`config.mk`:
```
export PLATFORM = sky130hd
export DESIGN_NAME = mem_access_stage
export DESIGN_NICKNAME = d
export VERILOG_FILES = /design/src/rtl/mem_access_stage.sv
export SDC_FILE = /design/constraint.sdc
export NUM_CORES = 1
export LEC_CHECK = 0
export ABC_AREA = 1
export BUFFER_PORTS_ARGS = -buffer_cell sky130_fd_sc_hd__buf_4
export CAP_MARGIN = 20
export CORE_ASPECT_RATIO = 0.7
export CORE_UTILIZATION = 40
export CTS_CLUSTER_SIZE = 28
export DETAILED_ROUTE_END_ITERATION = 8
export PLACE_DENSITY = 0.78
export SLEW_MARGIN = 20
export SYNTH_ARGS = -nofsm -noshare
export SYNTH_HDL_FRONTEND = slang
export SYNTH_SLANG_ARGS = --single-unit
```
`constraint.sdc`:
```
create_clock -name clk -period 4.6 [get_ports clk]
set_input_delay 0.69 -clock clk [delete_from_list [all_inputs] [get_ports clk]]
set_output_delay 0.69 -clock clk [all_outputs]
set_load 0.02 [all_outputs]
```
`src/rtl/mem_access_stage.sv`:
```
// Memory stage of the pipelined RV32I core: drives the data-memory req/ready/rvalid handshake,
// steers store lanes, extends load data and registers results into the M->W boundary.
module mem_access_stage #(
    parameter int unsigned DATA_WIDTH    = 32,
    parameter int unsigned ADDRESS_WIDTH = 32
) (
    input  logic                     clk,
    input  logic                     rst,
    input  logic                     RegWriteM,
    input  logic                     ResultSrcM,
    input  logic                     MemWriteM,
    input  logic [2:0]               Funct3M,
    input  logic [DATA_WIDTH-1:0]    ALUResultM,
    input  logic [DATA_WIDTH-1:0]    WriteDataM,
    input  logic [4:0]               RdM,
    input  logic [DATA_WIDTH-1:0]    PCPlus4M,
    output logic                     mem_req,
    output logic                     mem_we,
    output logic [ADDRESS_WIDTH-1:0] mem_addr,
    output logic [DATA_WIDTH-1:0]    mem_wdata,
    output logic [3:0]               mem_be,
    input  logic                     mem_ready,
    input  logic                     mem_rvalid,
    input  logic [DATA_WIDTH-1:0]    mem_rdata,
    output logic                     StallM,
    output logic                     RegWriteW,
    output logic                     ResultSrcW,
    output logic [DATA_WIDTH-1:0]    ReadDataW,
    output logic [DATA_WIDTH-1:0]    ALUResultW,
    output logic [4:0]               RdW,
    output logic [DATA_WIDTH-1:0]    PCPlus4W,
    output logic                     MisalignW
);

    typedef enum logic [0:0] {
        IDLE,
        WAIT_RSP
    } state_t;

    state_t state_q, state_d;

    logic                  is_store;
    logic                  is_load;
    logic                  funct3_ok;
    logic                  aligned;
    logic                  legal;
    logic [1:0]            addr_lo;
    logic [3:0]            store_be;
    logic [DATA_WIDTH-1:0] store_data;
    logic [7:0]            load_byte;
    logic [15:0]           load_half;
    logic [DATA_WIDTH-1:0] load_ext;
    logic                  capture;
    logic                  misalign_d;
    logic [DATA_WIDTH-1:0] rdata_d;

    // A store wins when both store and load controls are set.
    assign is_store = MemWriteM;
    assign is_load  = ResultSrcM && !MemWriteM;
    assign addr_lo  = ALUResultM[1:0];

    always_comb begin
        funct3_ok = 1'b0;
        case (Funct3M)
            3'b000, 3'b001, 3'b010: funct3_ok = 1'b1;
            3'b100, 3'b101:         funct3_ok = !is_store;
            default:                funct3_ok = 1'b0;
        endcase
    end

    always_comb begin
        aligned = 1'b1;
        case (Funct3M[1:0])
            2'b01:   aligned = (addr_lo[0] == 1'b0);
            2'b10:   aligned = (addr_lo == 2'b00);
            default: aligned = 1'b1;
        endcase
    end

    assign legal = funct3_ok && aligned;

    assign mem_addr = {ALUResultM[ADDRESS_WIDTH-1:2], 2'b00};

    always_comb begin
        store_be   = 4'b1111;
        store_data = WriteDataM;
        case (Funct3M[1:0])
            2'b00: begin
                store_be   = 4'b0001 << addr_lo;
                store_data = {4{WriteDataM[7:0]}};
            end
            2'b01: begin
                store_be   = 4'b0011 << addr_lo;
                store_data = {2{WriteDataM[15:0]}};
            end
            default: begin
                store_be   = 4'b1111;
                store_data = WriteDataM;
            end
        endcase
    end

    assign mem_wdata = store_data;

    always_comb begin
        load_byte = mem_rdata[7:0];
        case (addr_lo)
            2'b00:   load_byte = mem_rdata[7:0];
            2'b01:   load_byte = mem_rdata[15:8];
            2'b10:   load_byte = mem_rdata[23:16];
            default: load_byte = mem_rdata[31:24];
        endcase
    end

    assign load_half = addr_lo[1] ? mem_rdata[31:16] : mem_rdata[15:0];

    always_comb begin
        load_ext = '0;
        case (Funct3M)
            3'b000:  load_ext = {{24{load_byte[7]}}, load_byte};
            3'b001:  load_ext = {{16{load_half[15]}}, load_half};
            3'b010:  load_ext = mem_rdata;
            3'b100:  load_ext = {24'h0, load_byte};
            3'b101:  load_ext = {16'h0, load_half};
            default: load_ext = '0;
        endcase
    end

    always_comb begin
        state_d    = state_q;
        mem_req    = 1'b0;
        mem_we     = 1'b0;
        mem_be     = 4'b0000;
        StallM     = 1'b0;
        capture    = 1'b0;
        misalign_d = 1'b0;
        rdata_d    = '0;
        case (state_q)
            IDLE: begin
                if (is_store || is_load) begin
                    if (!legal) begin
                        misalign_d = 1'b1;
                    end else if (is_store) begin
                        mem_req = 1'b1;
                        mem_we  = 1'b1;
                        mem_be  = store_be;
                        if (mem_ready) begin
                            capture = 1'b1;
                        end else begin
                            StallM = 1'b1;
                        end
                    end else begin
                        mem_req = 1'b1;
                        StallM  = 1'b1;
                        if (mem_ready) begin
                            state_d = WAIT_RSP;
                        end
                    end
                end else begin
                    capture = 1'b1;
                end
            end
            WAIT_RSP: begin
                StallM = 1'b1;
                if (mem_rvalid) begin
                    StallM  = 1'b0;
                    capture = 1'b1;
                    rdata_d = load_ext;
                    state_d = IDLE;
                end
            end
            default: state_d = IDLE;
        endcase
        // Keep the memory port and the stall quiet while reset is held.
        if (rst) begin
            mem_req = 1'b0;
            mem_we  = 1'b0;
            mem_be  = 4'b0000;
            StallM  = 1'b0;
        end
    end

    always_ff @(posedge clk) begin
        if (rst) begin
            state_q    <= IDLE;
            RegWriteW  <= 1'b0;
            ResultSrcW <= 1'b0;
            ReadDataW  <= '0;
            ALUResultW <= '0;
            RdW        <= '0;
            PCPlus4W   <= '0;
            MisalignW  <= 1'b0;
        end else begin
            state_q   <= state_d;
            ReadDataW <= rdata_d;
            MisalignW <= misalign_d;
            if (capture) begin
                RegWriteW  <= RegWriteM;
                ResultSrcW <= ResultSrcM;
                ALUResultW <= ALUResultM;
                RdW        <= RdM;
                PCPlus4W   <= PCPlus4M;
            end else begin
                RegWriteW  <= 1'b0;
                ResultSrcW <= 1'b0;
                ALUResultW <= '0;
                RdW        <= '0;
                PCPlus4W   <= '0;
            end
        end
    end

endmodule

```
==> results of run 1 <==
==> critical path: stages <==
cell	delay [ns]
buf_4	0.18
inv_1	0.08
ha_1	0.18
buf_4	0.21
nor2_1	0.79
a21boi_4	0.12
nand2_1	0.13
inv_1	0.06
nand2_1	0.15
a21oi_1	0.06
buf_4	0.16
==> synthesized netlist by cell type (3+ instances only) <==
cell	n	share of area
buf_12	7	0.027
inv_1	136	0.097
a21oi_2	13	0.022
nand2_2	6	0.0071
buf_6	3	0.0064
nor2_1	27	0.019
ha_1	3	0.0071
o21a_1	16	0.023
o21ai_0	37	0.035
o22ai_1	8	0.0095
dfxtp_1	105	0.40
nand4_1	7	0.0083
buf_4	42	0.060
a21oi_1	42	0.040
buf_2	6	0.0057
clkbuf_1	6	0.0043
nor2_4	71	0.15
nand2_1	67	0.048
nand3_1	10	0.0095
==> worst max path at each step <==
stage | slack, ns | to | startpoint | depth (start not counted)
2_1_floorplan | 1.74 | mem_be[0] | Funct3M[1] | 7
4_1_cts | 1.10 | mem_be[2] | Funct3M[1] | 11
5_1_grt | 0.87 | mem_be[3] | Funct3M[1] | 11
3_3_place_gp | 0.99 | PCPlus4W[26]$_SDFF_PP0_ | Funct3M[1] | 11
3_5_place_dp | 0.89 | PCPlus4W[26]$_SDFF_PP0_ | Funct3M[1] | 11
6_report | 1.10 | mem_be[2] | Funct3M[1] | 11
==> layout make-up <==
type | count | share of cell area
Clock inverter | 6 | 0.00968
Tap cell | 162 | 0.0266
Inverter | 140 | 0.0692
Clock buffer | 9 | 0.0295
Multi-Input combinational cell | 317 | 0.275
Timing Repair Buffer | 319 | 0.314
Sequential cell | 105 | 0.276
==> through the flow <==
| stage | instance area (sq um) | instances |
|---|---|---|
| after floorplan | 5270 | 627 |
| after global placement | 7330 | 1043 |
| after detailed placement | 7330 | 1043 |
| after CTS | 7620 | 1058 |
| after global routing | 7620 | 1058 |
| final | 7620 | 1058 |
==> cell families after synthesis <==
| group | after synthesis | share of synthesized area |
|---|---|---|
| AO/OA/AOI/OAI | 119 | 0.135 |
| AND/OR/NAND/NOR | 193 | 0.255 |
| flip-flops | 105 | 0.399 |
| other | 1 | 0.000712 |
| buffers and inverters | 205 | 0.204 |
| adder cells (fa/ha/maj) | 3 | 0.00712 |
==> where the power goes <==
part / internal, uW / switching [uW] / total, uW
Sequential: 935 / 7.09 / 942
Combinational: 217 / 287 / 504
Clock: 427 / 341 / 768
==> flip-flops by register name, summed over array words and instances, names as in the netlist <==
register and cells:
MisalignW 1, ReadDataW 32, RdW 5, PCPlus4W 32, RegWriteW 1, state_q 1, ALUResultW 32, ResultSrcW 1
==> per-layer routing <==
layer,routed length (um),global-route usage
met1,5640,0.241
met4,185,0.0513
met5,0,0
met3,1310,0.0682
met2,7090,0.361
==> flow_summary.toml, run 1 <==
[outcome]
status = "finished, violations left"
violations = "design-rule violations"

[clocking]
clock_sink_count = 105
clkLatencyLatePin_ns = 0.33
tritoncts_buffer_count = 9
tritoncts_clock_tree = "yes"
cts_root_buf = "clkbuf_16"
cts_resized = 0
cts.htree.levels = 3
holdBufCountCts = 0
cts_max_path_buffers = 2
worst_setup_hold_path_clk_slew_ns = 0.07
cts_setup_buffers = 0

[power]
vdd_drop_max_mv = 0.222
design_power_total_uw = 2210
leakagePower_uw = 0.00392
power_density_nw_per_um2 = 290

[floorplan]
placeableCoreArea_sq_um = 12600
ios = 318
die-area_sq_um = 13600
floorplan.initialDensity = 0.417
num_rows = 34
die_x_um = 139
die_h_um = 98.0

[layout]
total_area_of_multi_input_combinational_cells_sq_um = 2100
diodes = 0
layout_common_cells = "319 x buf_4, 136 x inv_1, 105 x dfxtp_1"
area.growth.synth_to_final_pct = 44.7
layout_commonest_cell = "buf_4"
finalCoreUtilization = 0.603
fillCellCount = 1137
design.final.nets = 1038
layout-drive-gt1-share = 0.483
area.sequential_sq_um = 2100

[sta]
worst_pin_slew_ns = 1.02
final_total_negative_setup_slack_ns = 0
report.final.slew_viol_count = 0
hold_slack_ns = 0.553
minimum_setup_slack_in_the_final_design_ns = 1.10
final_count_of_hold_timing_violations = 0
rsz0062_at_grt = "no"
max_freq_ghz = 0.286
min_period_ns = 3.50
clock_skew_ns = 0.00448
max-slew-margin-rel = 0.319
fin_crit_sh = 0.761
finalSetupViolCount = 0

[detailed_routing]
route.vias.total = 4709
antenna_left = 0
first_pass_iters = 9
dr.first_iter.drc_count = 314
postRouteWirelength_um = 14200
avgRoutedWirePerCell_um = 13.4
vias_per_cell = 4.45
drc_errors = 18

[synth]
synth-edff-count = 0
fraction_of_the_yosys_area_taken_by_sequential_cells = 0.399
async_flop_share = 0
syn_inst = 626
post_synth_instance_area_sq_um = 5270
post_synth_num_cell_types = 31
synth-warning-count = 0
postSynthAreaPerCell_sq_um = 8.42
ys.flop_type = "dfxtp_1"
ff_latch_count_synth = 105

[job]
drv_cap = 0

[setup_path]
rr_startpoint = "state_q$_SDFF_PP0_"
timing.critical_path.arrival_ns = 2.81
ff2ff_path_depth = 5
setup.reg_to_reg.worst_slack_ns = 2.62
crit_type = "in -> out"
critPathCaptureType = "output port"
cp.required_ns = 3.91
r2r-end = "PCPlus4W[26]$_SDFF_PP0_"
critical_path_peak_fanout = 20
cp-start-kind = "input port"

[min_path]
whs_endpoint = "state_q$_SDFF_PP0_"
min_delay_path_depth = 2
hold_wc_path_type = "reg -> reg"
hold_path.startpoint = "state_q$_SDFF_PP0_"

[placed_design]
globalplace.congestion = 0.908
detailed_place_hpwl_um = 11300
port_buffers = 315
pre_cts_ws_ns = 0.888

[global_routing]
grt_antenna_before_repair = 0
grt_util_all_layers = 0.205
largest_net_degree_at_the_start_of_global_routing = 38
globalRoute.totalOverflow = 0
first_global_vias = 4477
grt_first_pass_wirelength_um = 22200
Power figures use the tool's default switching activity.
==> run 2, diff against run 1 <==
==> constraint.sdc (replaced) <==
create_clock -name clk -period 3.3 [get_ports clk]
set_input_delay 0.495 -clock clk [delete_from_list [all_inputs] [get_ports clk]]
set_output_delay 0.495 -clock clk [all_outputs]
set_load 0.02 [all_outputs]
==> run 2 against run 1 <==
Effect of this change:
- the flow still finishes with violations (design-rule violations)
- via count increased by 1.1%
- critical path depth decreased by 3
- die area unchanged
- wire length increased by 1.9%
- non-clock buffer count increased by 5
- final area increased by 0.56%
- register-to-register slack got worse by 0.90 ns
- clock skew increased by 0.0049 ns
- first-iteration DRC count decreased by 13%
- flip-flop and latch count unchanged
- combinational power increased by 41%
- sequential power increased by 39%
- largest cell class unchanged
- highest routed layer unchanged
==> flow_summary.toml, run 2 (synthesized netlist as in run 1, its figures left out) <==
[layout]
design.final.nets = 1043
area.growth.synth_to_final_pct = 45.5
diodes = 0
layout_commonest_cell = "buf_4"
largest_registers = "ALUResultW: 32 flops, PCPlus4W: 32 flops, ReadDataW: 32 flops"
layout_common_cells = "322 x buf_4, 136 x inv_1, 105 x dfxtp_1"
layout-drive-gt1-share = 0.486
fin_cells = 1064
finalCoreUtilization = 0.607
fillCellCount = 1132

[placed_design]
dpl.cell_count = 1048
port_buffers = 315
detailed_place_hpwl_um = 11600
globalplace.congestion = 0.942

[sta]
final_total_negative_setup_slack_ns = 0
max-slew-margin-rel = 0.590
finalSetupViolCount = 0
fin_crit_sh = 0.779
max_freq_ghz = 0.389
clock_skew_ns = 0.00935
report.final.slew_viol_count = 0
min_period_ns = 2.57
worst_pin_slew_ns = 0.613
final_count_of_hold_timing_violations = 0
hold_slack_ns = 0.395
rsz0062_at_grt = "no"

[clocking]
cts_root_buf = "clkbuf_16"
holdBufCountCts = 0
worst_setup_hold_path_clk_slew_ns = 0.07
cts_resized = 0
cts_max_path_buffers = 2
cts_setup_buffers = 0
cts.htree.levels = 3
tritoncts_buffer_count = 9
tritoncts_clock_tree = "yes"
clock_sink_count = 105
clkLatencyLatePin_ns = 0.34

[power]
clock_power_share = 0.332
cellInternalPower_uw = 2130
power.switching_fraction = 0.295
vdd_drop_max_mv = 0.285
power_density_nw_per_um2 = 395
leakagePower_uw = 0.00395
comb_power_share = 0.235
power.net_switching_uw = 895
pwr-share-seq = 0.434

[floorplan]
num_rows = 34
floorplan.initialDensity = 0.417
die_h_um = 98.0
placeableCoreArea_sq_um = 12600
die_x_um = 139
ios = 318
die-area_sq_um = 13600

[min_path]
hold_wc_path_type = "in -> reg"
min_delay_path_depth = 3

[setup_path]
crit_type = "in -> out"
cp-start-kind = "input port"
critPathCaptureType = "output port"
cp_num_buf_inv = 5
critical_path_peak_fanout = 18
cpLargestDelayFamily = "buffers and inverters"
ff2ff_path_depth = 5
crit_slowest_cell = "ha_1"
worst_path_largest_cell_delay_ns = 0.38
cp.required_ns = 2.80
cpMostUsedCell = "inv_1"
path_cells = "buf_4 -> inv_1 -> ha_1 -> inv_1 -> o22ai_1 -> inv_1 -> o21ai_0 -> buf_4"
timing.critical_path.arrival_ns = 2.08
worstSetupPathDepth = 8

[global_routing]
grt_antenna_before_repair = 0
grt_util_all_layers = 0.208
first_global_vias = 4491
grt_first_pass_wirelength_um = 22500
largest_net_degree_at_the_start_of_global_routing = 32
globalRoute.totalOverflow = 0

[detailed_routing]
route.vias.total = 4761
vias_per_cell = 4.47
drc_errors = 18
first_pass_iters = 9
avgRoutedWirePerCell_um = 13.6
dr.first_iter.drc_count = 274
antenna_left = 0
postRouteWirelength_um = 14500

[outcome]
status = "finished, violations left"
violations = "design-rule violations"

[job]
drv_cap = 0
-- run 2: layer usage --
layer / share of wire / wire length, um / global-route usage
met5: 0 / 0 / 0
met4: 0.015 / 213 / 0.0607
met3: 0.076 / 1100 / 0.0559
met2: 0.49 / 7150 / 0.361
met1: 0.42 / 6020 / 0.255
-- run 2: stage by stage --
step,setup slack [ns],total power (uW),cell area (sq um)
after floorplan,0.833,1770,5270
after global placement,0.805,2050,7390
after detailed placement,0.768,2060,7390
after CTS,0.765,3070,7670
after global routing,0.532,3180,7670
final,0.728,3030,7670
-- run 2: cell type report --
class / instances / area [sq um] / share of cell area
clock buffer: 10 / 229 / 0.0299
tap: 162 / 203 / 0.0264
multi-input combinational: 317 / 2100 / 0.274
timing repair buffer: 324 / 2460 / 0.320
inverter: 140 / 528 / 0.0689
sequential: 105 / 2100 / 0.274
clock inverter: 6 / 50.0 / 0.00653
-- run 2: worst reg2reg max path, stage by stage (launching register included) --
cell and delay (ns):
dfxtp_1 0.34, a21oi_1 0.28, nand2_4 0.11, nand2_8 0.36, buf_4 0.35, nor2_4 0.04
-- run 2: power by group through the flow --
stage | Combinational, uW | Sequential, uW | Clock [uW]
final | 712 | 1310 | 1000
after global routing | 761 | 1320 | 1100
after CTS | 714 | 1310 | 1040
after detailed placement | 713 | 1340 | 0
after global placement | 706 | 1340 | 0
after floorplan | 381 | 1390 | 0
-- run 2: path summary, 6_finish.rpt --
| path | start | to | slack, ns |
|---|---|---|---|
| max | Funct3M[1] | mem_wdata[10] | 0.73 |
| max reg2reg | state_q$_SDFF_PP0_ | PCPlus4W[4]$_SDFF_PP0_ | 1.72 |
| min | PCPlus4M[24] | PCPlus4W[24]$_SDFF_PP0_ | 0.40 |
| min reg2reg | state_q$_SDFF_PP0_ | state_q$_SDFF_PP0_ | 0.55 |
==> run 3, diff against run 2 <==
==> constraint.sdc (replaced) <==
create_clock -name clk -period 2.7 [get_ports clk]
set_input_delay 0.405 -clock clk [delete_from_list [all_inputs] [get_ports clk]]
set_output_delay 0.405 -clock clk [all_outputs]
set_load 0.02 [all_outputs]
==> run 3 against run 2 <==
Effect of this change:
- the flow still finishes with violations (design-rule violations)
- clock power grew 33%
- sequential share of layout area shrank 0.27 points
- register-to-register slack lost 0.58 ns
- hold slack lost 0.085 ns
- count of clock-buffer cells in the layout is the same
- global-route usage grew 0.072 points
- critical path type unchanged
==> flow_summary.toml, run 3 (synthesized netlist as in run 1, its figures left out) <==
[layout]
layout_commonest_cell = "buf_4"
design.final.nets = 1047
layout-drive-gt1-share = 0.488
area.growth.synth_to_final_pct = 46.9
fin_cells = 1068
finalCoreUtilization = 0.613
layout_common_cells = "325 x buf_4, 136 x inv_1, 105 x dfxtp_1"
post-route-cell-area_sq_um = 7740
largest_registers = "ALUResultW: 32 flops, PCPlus4W: 32 flops, ReadDataW: 32 flops"
diodes = 0

[detailed_routing]
postRouteWirelength_um = 14400
drc_errors = 17
vias_per_cell = 4.49
antenna_left = 0
route.vias.total = 4795
avgRoutedWirePerCell_um = 13.5
first_pass_iters = 9
dr.first_iter.drc_count = 282

[setup_path]
cp.required_ns = 2.30
cpMostUsedCell = "inv_1"
rr_startpoint = "state_q$_SDFF_PP0_"
r2r-end = "ReadDataW[9]$_SDFF_PP0_"
worst_path_largest_cell_delay_ns = 0.43
ff2ff_path_depth = 3
path_cells = "buf_4 -> inv_1 -> ha_1 -> inv_1 -> o22ai_1 -> inv_1 -> o21ai_0 -> buf_4"
timing.critical_path.arrival_ns = 1.83
critPathCaptureType = "output port"
setup.reg_to_reg.worst_slack_ns = 1.14
crit_slowest_cell = "inv_1"
critical_path_peak_fanout = 18
crit_type = "in -> out"
cp-start-kind = "input port"

[placed_design]
placement.cell_area_sq_um = 7430
pre_cts_ws_ns = 0.463
globalplace.congestion = 0.946
dpl.cell_count = 1052
port_buffers = 315
detailed_place_hpwl_um = 11700

[global_routing]
grt_first_pass_wirelength_um = 22500
globalRoute.totalOverflow = 0
first_global_vias = 4522
largest_net_degree_at_the_start_of_global_routing = 32
grt_antenna_before_repair = 0
grt_util_all_layers = 0.209

[floorplan]
num_rows = 34
floorplan.initialDensity = 0.417
ios = 318
die_x_um = 139
die_h_um = 98.0
die-area_sq_um = 13600
placeableCoreArea_sq_um = 12600

[power]
pwr-share-seq = 0.422
comb_power_share = 0.230
leakagePower_uw = 0.00399
power.net_switching_uw = 1090
clock_power_share = 0.349
power.switching_fraction = 0.286
power_density_nw_per_um2 = 492
cellInternalPower_uw = 2720
vdd_drop_max_mv = 0.316

[outcome]
violations = "design-rule violations"
status = "finished, violations left"

[sta]
report.final.slew_viol_count = 0
fin_crit_sh = 0.828
max_freq_ghz = 0.447
final_count_of_hold_timing_violations = 0
minimum_setup_slack_in_the_final_design_ns = 0.464
min_period_ns = 2.24
finalSetupViolCount = 0
final_total_negative_setup_slack_ns = 0
rsz0062_at_grt = "no"
clock_skew_ns = 0.00605
max-slew-margin-rel = 0.520
worst_pin_slew_ns = 0.718

[clocking]
cts_max_path_buffers = 2
cts_setup_buffers = 0
cts.htree.levels = 3
worst_setup_hold_path_clk_slew_ns = 0.07
clock_sink_count = 105
tritoncts_clock_tree = "yes"
holdBufCountCts = 0
cts_resized = 0
cts_root_buf = "clkbuf_16"
tritoncts_buffer_count = 9
clkLatencyLatePin_ns = 0.33

[job]
drv_cap = 0

[min_path]
min_delay_path_depth = 3
hold_path.startpoint = "PCPlus4M[1]"
whs_endpoint = "PCPlus4W[1]$_SDFF_PP0_"
hold_wc_path_type = "in -> reg"
run 3: changes by cell type in the layout (fill, tap and decap cells not counted):
cell,change
clkinv_8,+1
clkinv_2,-1
buf_4,+3
buf_12,+1
clkinvlp_4,-1
bufinv_16,+1
run 3: layout make-up:
type,instances,area [sq um]
Clock buffer,10,229
Fill cell,1142,4890
Tap cell,162,203
Inverter,140,528
Clock inverter,6,83.8
Sequential cell,105,2100
Timing Repair Buffer,328,2500
Multi-Input combinational cell,317,2100
run 3: worst max path at each step:
stage	cells past startpoint	slack, ns	end	start
2_1_floorplan	7	0.41	mem_be[0]	Funct3M[1]
3_3_place_gp	8	0.52	mem_wdata[9]	Funct3M[1]
3_5_place_dp	7	0.46	ReadDataW[12]$_SDFF_PP0_	Funct3M[1]
4_1_cts	8	0.49	mem_wdata[10]	Funct3M[1]
5_1_grt	8	0.33	mem_wdata[15]	Funct3M[1]
6_report	8	0.46	mem_wdata[10]	Funct3M[1]
run 3: per-stage QoR:
step / total power, uW / hold WS [ns]
floorplan: 2160 / 0.508
detailed placement: 2520 / 0.567
finish: 3810 / 0.310
global placement: 2510 / 0.545
CTS: 3870 / 0.293
global route: 4000 / 0.287
run 3: worst max-delay path: cells and delay by family:
kind | cells | cell delay (ns)
compound gates | 2 | 0.25
buf+inv | 5 | 0.94
fa+ha+maj | 1 | 0.22
run 3: power groups by stage:
stage | registers (uW) | clock network, uW | logic (uW)
final | 1600 | 1330 | 875
after global routing | 1610 | 1460 | 935
after CTS | 1610 | 1380 | 880
after detailed placement | 1640 | 0 | 877
after global placement | 1640 | 0 | 867
after floorplan | 1700 | 0 | 466
run 3: routing by layer:
layer	vias up	GRT usage	routed length, um
met1	2174	0.250	5920
met5	-	0	0
li1	2389	-	-
met4	0	0.0564	225
met2	217	0.362	7110
met3	15	0.0662	1160
